--- src/rtl/rx_prbs_ber_mon.sv ---
`timescale 1ns/1ps
`default_nettype none
// ============================================================================
// Module   : rx_prbs_ber_mon
// Purpose  : Self-synchronising PRBS checker with lock/unlock hunting,
//            saturating error/word totals and windowed BER measurement.
//            Polynomial is selectable at run time (PRBS7/15/23/31).
// Revision : 1.0 - initial release
// ============================================================================
module rx_prbs_ber_mon #(
    parameter int DAT_W      = 8,
    parameter int MSB_FIRST  = 0,
    parameter int ERR_W      = 24,
    parameter int WIN_W      = 24,
    parameter int LOCK_CNT   = 16,
    parameter int UNLOCK_THR = 2,
    parameter int UNLOCK_N   = 4
) (
    input  logic             clk,
    input  logic             rst,
    input  logic [1:0]       mode_in,
    input  logic [WIN_W-1:0] win_len,
    input  logic             iclr,
    input  logic             ival,
    input  logic [DAT_W-1:0] idat,
    output logic             oval,
    output logic [5:0]       oerr_bits,
    output logic             lock,
    output logic [ERR_W-1:0] n_er,
    output logic [31:0]      n_words,
    output logic             win_done,
    output logic [WIN_W-1:0] win_err
);

    localparam int GOOD_W = $clog2(LOCK_CNT + 1);
    localparam int BAD_W  = $clog2(UNLOCK_N + 1);
    localparam int ESUM_W = ERR_W + 7;
    localparam int WSUM_W = WIN_W + 7;

    localparam logic [GOOD_W-1:0] C_LOCK_CNT = GOOD_W'(LOCK_CNT);
    localparam logic [BAD_W-1:0]  C_UNLOCK_N = BAD_W'(UNLOCK_N);
    localparam logic [5:0]        C_THR      = 6'(UNLOCK_THR);
    localparam logic [ERR_W-1:0]  C_ERR_MAX  = '1;
    localparam logic [WIN_W-1:0]  C_WIN_MAX  = '1;

    typedef enum logic [0:0] {
        S_HUNT   = 1'b0,
        S_LOCKED = 1'b1
    } state_t;

    state_t              state_q;
    logic [GOOD_W-1:0]   good_q;
    logic [BAD_W-1:0]    bad_q;
    logic                lock_q;
    logic [30:0]         hist_q;
    logic [30:0]         hist_d;
    logic [1:0]          mode_q;
    logic                oval_q;
    logic [5:0]          oerr_q;
    logic [ERR_W-1:0]    n_er_q;
    logic [31:0]         n_words_q;
    logic [WIN_W-1:0]    wcnt_q;
    logic [WIN_W-1:0]    wacc_q;
    logic [WIN_W-1:0]    win_err_q;
    logic                win_done_q;

    logic [DAT_W-1:0]    w_ord;
    logic [5:0]          err_pc;
    logic                mode_chg;
    logic                cnt_word;
    logic                word_bad;
    logic                unlock_now;
    logic [GOOD_W-1:0]   good_inc;
    logic [BAD_W-1:0]    bad_inc;
    logic [ESUM_W-1:0]   er_sum;
    logic [ERR_W-1:0]    n_er_nx;
    logic [31:0]         n_words_nx;
    logic [WIN_W-1:0]    wcnt_inc;
    logic [WSUM_W-1:0]   wacc_sum;
    logic [WIN_W-1:0]    wacc_nx;

    // Reorder the word so that w_ord[0] is always the earliest bit in time.
    for (genvar gi = 0; gi < DAT_W; gi++) begin : g_ord
        if (MSB_FIRST != 0) begin : g_msb
            assign w_ord[gi] = idat[DAT_W-1-gi];
        end else begin : g_lsb
            assign w_ord[gi] = idat[gi];
        end
    end

    // Walk the word bit by bit: compare against the recurrence, then shift the received bit in.
    always_comb begin
        logic [30:0] h;
        logic        b;
        logic        e;
        h      = hist_q;
        b      = 1'b0;
        e      = 1'b0;
        err_pc = '0;
        for (int i = 0; i < DAT_W; i++) begin
            b = w_ord[i];
            // h[0] holds the newest previous bit, so tap k lives at h[k-1].
            case (mode_in)
                2'd0:    e = b ^ h[6]  ^ h[5];
                2'd1:    e = b ^ h[14] ^ h[13];
                2'd2:    e = b ^ h[22] ^ h[17];
                default: e = b ^ h[30] ^ h[27];
            endcase
            err_pc = err_pc + {5'd0, e};
            h      = {h[29:0], b};
        end
        hist_d = ival ? h : hist_q;
    end

    assign mode_chg   = (mode_in != mode_q);
    assign cnt_word   = ival && (state_q == S_LOCKED) && !mode_chg;
    assign word_bad   = (err_pc > C_THR);
    assign good_inc   = good_q + 1'b1;
    assign bad_inc    = bad_q + 1'b1;
    assign unlock_now = cnt_word && word_bad && (bad_inc == C_UNLOCK_N);

    assign er_sum     = ESUM_W'(n_er_q) + ESUM_W'(err_pc);
    assign n_er_nx    = (er_sum > ESUM_W'(C_ERR_MAX)) ? C_ERR_MAX : er_sum[ERR_W-1:0];
    assign n_words_nx = (n_words_q == 32'hFFFF_FFFF) ? n_words_q : n_words_q + 32'd1;
    assign wcnt_inc   = wcnt_q + 1'b1;
    assign wacc_sum   = WSUM_W'(wacc_q) + WSUM_W'(err_pc);
    assign wacc_nx    = (wacc_sum > WSUM_W'(C_WIN_MAX)) ? C_WIN_MAX : wacc_sum[WIN_W-1:0];

    // History, mode tracking and per-word status registers.
    always_ff @(posedge clk) begin
        if (!rst) begin
            hist_q <= '0;
            mode_q <= 2'd0;
            oval_q <= 1'b0;
            oerr_q <= 6'd0;
        end else begin
            hist_q <= hist_d;
            mode_q <= mode_in;
            oval_q <= ival;
            oerr_q <= ival ? err_pc : 6'd0;
        end
    end

    // Lock hunting: LOCK_CNT clean words to lock, UNLOCK_N bad words to drop it.
    always_ff @(posedge clk) begin
        if (!rst) begin
            state_q <= S_HUNT;
            good_q  <= '0;
            bad_q   <= '0;
            lock_q  <= 1'b0;
        end else if (mode_chg) begin
            state_q <= S_HUNT;
            good_q  <= '0;
            bad_q   <= '0;
            lock_q  <= 1'b0;
        end else if (ival) begin
            case (state_q)
                S_HUNT: begin
                    if (err_pc == 6'd0) begin
                        if (good_inc == C_LOCK_CNT) begin
                            state_q <= S_LOCKED;
                            lock_q  <= 1'b1;
                            good_q  <= '0;
                            bad_q   <= '0;
                        end else begin
                            good_q <= good_inc;
                        end
                    end else begin
                        good_q <= '0;
                    end
                end
                default: begin
                    if (word_bad) begin
                        if (bad_inc == C_UNLOCK_N) begin
                            state_q <= S_HUNT;
                            lock_q  <= 1'b0;
                            good_q  <= '0;
                            bad_q   <= '0;
                        end else begin
                            bad_q <= bad_inc;
                        end
                    end else begin
                        bad_q <= '0;
                    end
                end
            endcase
        end
    end

    // Saturating totals and windowed error accumulation over locked words.
    always_ff @(posedge clk) begin
        if (!rst) begin
            n_er_q     <= '0;
            n_words_q  <= '0;
            wcnt_q     <= '0;
            wacc_q     <= '0;
            win_err_q  <= '0;
            win_done_q <= 1'b0;
        end else begin
            win_done_q <= 1'b0;
            if (iclr) begin
                // Clear beats a coincident counted word.
                n_er_q    <= '0;
                n_words_q <= '0;
                wcnt_q    <= '0;
                wacc_q    <= '0;
                win_err_q <= '0;
            end else begin
                if (cnt_word) begin
                    n_er_q    <= n_er_nx;
                    n_words_q <= n_words_nx;
                end
                if (mode_chg || unlock_now) begin
                    // Abandon the partial window silently.
                    wcnt_q <= '0;
                    wacc_q <= '0;
                end else if (cnt_word && (win_len != '0)) begin
                    // ">=" so a shrunk win_len closes the window on the next word.
                    if (wcnt_inc >= win_len) begin
                        win_done_q <= 1'b1;
                        win_err_q  <= wacc_nx;
                        wcnt_q     <= '0;
                        wacc_q     <= '0;
                    end else begin
                        wcnt_q <= wcnt_inc;
                        wacc_q <= wacc_nx;
                    end
                end
            end
        end
    end

    assign oval      = oval_q;
    assign oerr_bits = oerr_q;
    assign lock      = lock_q;
    assign n_er      = n_er_q;
    assign n_words   = n_words_q;
    assign win_done  = win_done_q;
    assign win_err   = win_err_q;

endmodule
`default_nettype wire

--- config.mk ---
export PLATFORM = sky130hd
export DESIGN_NAME = rx_prbs_ber_mon
export DESIGN_NICKNAME = d
export VERILOG_FILES = /design/src/rtl/rx_prbs_ber_mon.sv
export SDC_FILE = /design/constraint.sdc
export NUM_CORES = 1
export LEC_CHECK = 0
export BUFFER_PORTS_ARGS = -buffer_cell sky130_fd_sc_hd__clkbuf_2
export CAP_MARGIN = 5
export CORE_MARGIN = 8
export CORE_UTILIZATION = 40
export CTS_CLUSTER_DIAMETER = 60
export DETAILED_ROUTE_END_ITERATION = 8
export PLACE_DENSITY = 0.69
export SLEW_MARGIN = 20
export SYNTH_ARGS = -nofsm -noshare
export SYNTH_HDL_FRONTEND = slang
export SYNTH_SLANG_ARGS = --single-unit
--- constraint.sdc ---
create_clock -name clk -period 7.1 [get_ports clk]
set_input_delay 1.42 -clock clk [delete_from_list [all_inputs] [get_ports clk]]
set_output_delay 1.42 -clock clk [all_outputs]
set_load 0.02 [all_outputs]
==> summary by stage <==
Outcome
The flow ran to the end, and the final reports show no timing, DRC or antenna violations.

CTS
TritonCTS built the clock tree. The clock tree synthesis step divided the H-tree into 4 levels. The number of sinks driven by the clock tree is around 180.

For the worst-skew pair, the clock arrives at the later sink with an insertion delay of 0.43 ns. The post-CTS setup buffer count is 0. The count of hold-fix buffers inserted at cts is 0. The number of CTS-inserted buffers is 17. The number of buffers on the longest clock path is 2. The CTS clock-pin slew for the worst setup and hold paths is 0.07 ns.

In this run, post-CTS repair resized a total of 0 instances. The clock tree root driver cell is clkbuf_16.

STA
At the pin with the least slew margin, the transition time is 0.8641 ns. Summed over all failing endpoints, the final setup total negative slack is 0 ns. After layout, the minimum clock period comes to 6.516 ns. Setup repair after global routing left no endpoint under its margin. The maximum clock frequency is 153.5 MHz.

Setup slack on the critical path of the routed design comes to 0.5845 ns. The number of pins with negative max-slew slack in the final report was 0. The final cycle utilization of the critical path is 0.9177.

The clock arrives with 0.01343 ns of skew. The final hold violation count is 0. The normalized max-slew margin is 0.4227. Setup violations remaining at the end of the flow were counted as 0.

Power
Overall power consumption after layout is estimated at 0.002360 W. IR analysis of the VDD net gives a maximum drop of approximately 160 uV. Of the total power, registers draw 0.431. The total leakage power is roughly 4.5 nW. In this run the power density over the cells is 207.0 nW/um^2.

For this design the total switching power over the nets is approximately 0.00065 W. The clock network fraction of total power is 0.417. The internal portion of the total power is 0.001713 W. Of the total power, the share spent switching nets is 0.2740. The part of the total power dissipated in combinational logic is 0.152.

Floorplan
The chip width is 173.2 um. Pin placement for this block handled between 100 and 150 I/O pins. The initial core utilization is 0.4063. The standard-cell row count is 57. The total core area is 24320 um^2.

The die covers about 30000 um^2. The vertical die dimension is 173.2 um.

Global route
The met1 demand-to-capacity share in global routing is 0.2147. The number of antenna violations at the first check in global routing is 0. The pin count of the biggest net entering global routing is 64. The number of global-route vias before repair is between 7000 and 8000. The most crowded layer after global routing is met2. The global-route wire length before repair is 40270 um. The met2 usage is 0.2521. For this run, the total global-route usage over all layers was measured as 0.1577. Global routing finished with a remaining overflow of 0.

For this run, global-route usage on met3 was measured as 0.03289.

Synth
The dominant cell type by area after synthesis is dfxtp_1. In this run, synthesis produced a sequential element count of 177. Yosys attributes the largest share of cell area to dfxtp_1, xnor2_1, ha_1. In the synthesized netlist the dominant register cell turns out to be dfxtp_1.

Synthesis produced a netlist whose cell count is 1160. For this run, the register share of the synthesized area comes to 0.3586. Sorting the synthesized cells by how often they occur yields dfxtp_1, nor2_1, nand2_1, a21oi_1, xnor2_1.

The share of synthesized registers carrying an async set or reset is 0. The synthesized netlist contains 69 unique library cells. The average cell area after synthesis is between 8 and 9 um^2. Of the post-synthesis cell area, the dominant cell type holds 0.3586. The number of enable-type register cells in the synthesized netlist is 0.

The number of synthesis warnings is 0. The cell area after technology mapping is 9882 um^2. In the post-synthesis netlist, the cell with the most instances is dfxtp_1.

Route
The number of DRC markers in iteration 0 is 493. The pre-antenna-repair detailed-routing pass consisted of 5 iterations. After detailed routing, the average wire length per cell comes to 15.23 um. In this run the remaining antenna-violating nets after routing total 0. For this run, design rule violations remaining after detail routing come to 0.

The routed via count is 8467. The per-cell via count in the routed design is around 5.3. The total detailed-routing wirelength is approximately 24000 um.

Placed design
Once detailed placement completed, the half-perimeter wirelength came to 17480 um. Routability-driven placement finished with a final weighted congestion of 0.8307. The number of input and output port buffers inserted is 124. The worst slack at placement is about 0.12 ns. Summing all placed instances gives a cell area of 10790 um^2. The total instance count after detailed placement is 1561.

Setup path
The worst setup path is captured at a register. The critical path required time is 7.47 ns. In this design, the largest share of critical-path delay is due to adder cells. Among the stages of the critical path, the cell type that occurs most often is fa_1. At the worst endpoint, the arrival time is 6.89 ns.

The total buffers and inverters traversed by the critical path is 5. The startpoint kind of the worst setup timing path is an input port. The maximum net fanout on the critical path is 23. The signal on the critical path passes through clkbuf_2 > mux4_2 > xnor2_1 > fa_1 > inv_1 > fa_1 > inv_1 > fa_1 > ha_1 > inv_1 > fa_1 > nand2b_1 > and2_1 > ha_1 > a211oi_1 > or2_1 > or4_1 > buf_4 > a31oi_1 > o221a_2. By startpoint and endpoint, the worst setup path is classified as in2reg. The slowest stage of the critical path belongs to the cell fa_1. The longest individual stage delay on the worst path is 0.54 ns.

Cells and area
The layout-stage area growth over the synthesis result is 15.36%. Summing all flip-flop and latch instances after layout gives 3543 um^2. In the final layout, the multi-input gates occupy 5892 um^2.

The post-route cell area is 11400 um^2. The fraction of final layout cells sized beyond drive strength 1 is 0.1631. The non-filler instance count after layout is about 1600. Fill cells in the final layout number roughly 2400. The number of antenna diodes is 0. The net count reported at finish is 1340.

Min path
The class of the tightest hold or removal check is reg2reg.

Run
Across the run, the number of max-cap violations was 0.
## final cells by class
cell class,instances,area share
clock buffer,18,0.03765
clock inverter,14,0.01559
inverter,45,0.01482
multi-input combinational,871,0.5168
sequential,177,0.3108
tap,324,0.03556
timing repair buffer,144,0.06871
## power by group through the flow
stage	registers (W)	clock network, W	logic (W)
6_report	0.00102	0.000983	0.000359
5_1_grt	0.00102	0.00104	0.000406
4_1_cts	0.00102	0.00100	0.000363
3_5_place_dp	0.00104	0	0.000361
3_3_place_gp	0.00104	0	0.000354
2_1_floorplan	0.00104	0	0.000253
## kinds of logic (layout without fill, tap and decap cells)
family / Yosys count / count (layout) / synth area share
AND/OR/NAND/NOR: 449 / 449 / 0.2341
AO/OA/AOI/OAI: 213 / 213 / 0.1394
flip-flops: 177 / 177 / 0.3586
XOR/XNOR: 118 / 118 / 0.1046
buffers and inverters: 113 / 221 / 0.04748
adder cells (fa/ha/maj): 46 / 46 / 0.06280
multiplexers: 43 / 43 / 0.05267
other: 1 / 2 / 0.0003795
## registers in the layout (all words and copies together), names as in the netlist
register / cells
bad_q: 3
good_q: 5
hist_q: 31
lock: 1
mode_q: 2
n_er: 24
n_words: 32
oerr_bits: 4
oval: 1
state_q: 1
wacc_q: 24
wcnt_q: 24
win_done: 1
win_err: 24
## layer usage
layer	part of all wire	wire length, um
met1	0.49	11910
met2	0.46	11040
met3	0.046	1112
met4	0.0082	199
met5	0	0
## layout by cell type (no fill, tap or decap), types with 7 or more instances in the layout
cell and instances:
nor2_1 112, xnor2_1 69, inv_1 45, buf_4 19, mux2i_1 34, nand3_1 58
a211oi_1 15, nor2b_1 41, nor3_1 20, xor2_1 49, nor4_1 11, clkbuf_2 124
nand2_1 88, dfxtp_1 177, mux4_2 7, ha_1 40, and3_1 19, a311oi_1 12
nand4_1 29, or3_1 7, clkbuf_16 17, a31oi_1 16, a32o_1 9, o21ai_0 38
and2_1 18, and4_1 15, a21oi_1 72
## path summary, 6_finish.rpt
path / startpoint / end / slack [ns] / cells past startpoint
min: win_err[22] / win_err[22] / 0.46 / 2
min reg2reg: win_err[22] / win_err[22] / 0.46 / 2
max: mode_in[1] / wacc_q[12] / 0.58 / 20
max reg2reg: hist_q[13] / wacc_q[12] / 1.22 / 20
## through the flow
stage	util	hold slack (ns)
after floorplan	-	0.4406
after global placement	0.4438	0.4419
after detailed placement	0.4438	0.4560
after CTS	0.4687	0.4659
after global routing	0.4687	0.4810
final	0.4687	0.4602
## worst register-to-register path: stages (launching register included)
cell      delay [ns]
dfxtp_1         0.47
xnor2_1         0.12
mux4_2          0.47
xnor2_1         0.16
fa_1            0.53
inv_1           0.05
fa_1            0.54
inv_1           0.06
fa_1            0.54
ha_1            0.16
inv_1           0.05
fa_1            0.36
nand2b_1        0.16
and2_1          0.18
ha_1            0.36
a211oi_1        0.11
or2_1           0.31
or4_1           0.54
buf_4           0.24
a31oi_1         0.20
o221a_2         0.20
Note: power is estimated with default switching activity, not from simulation.
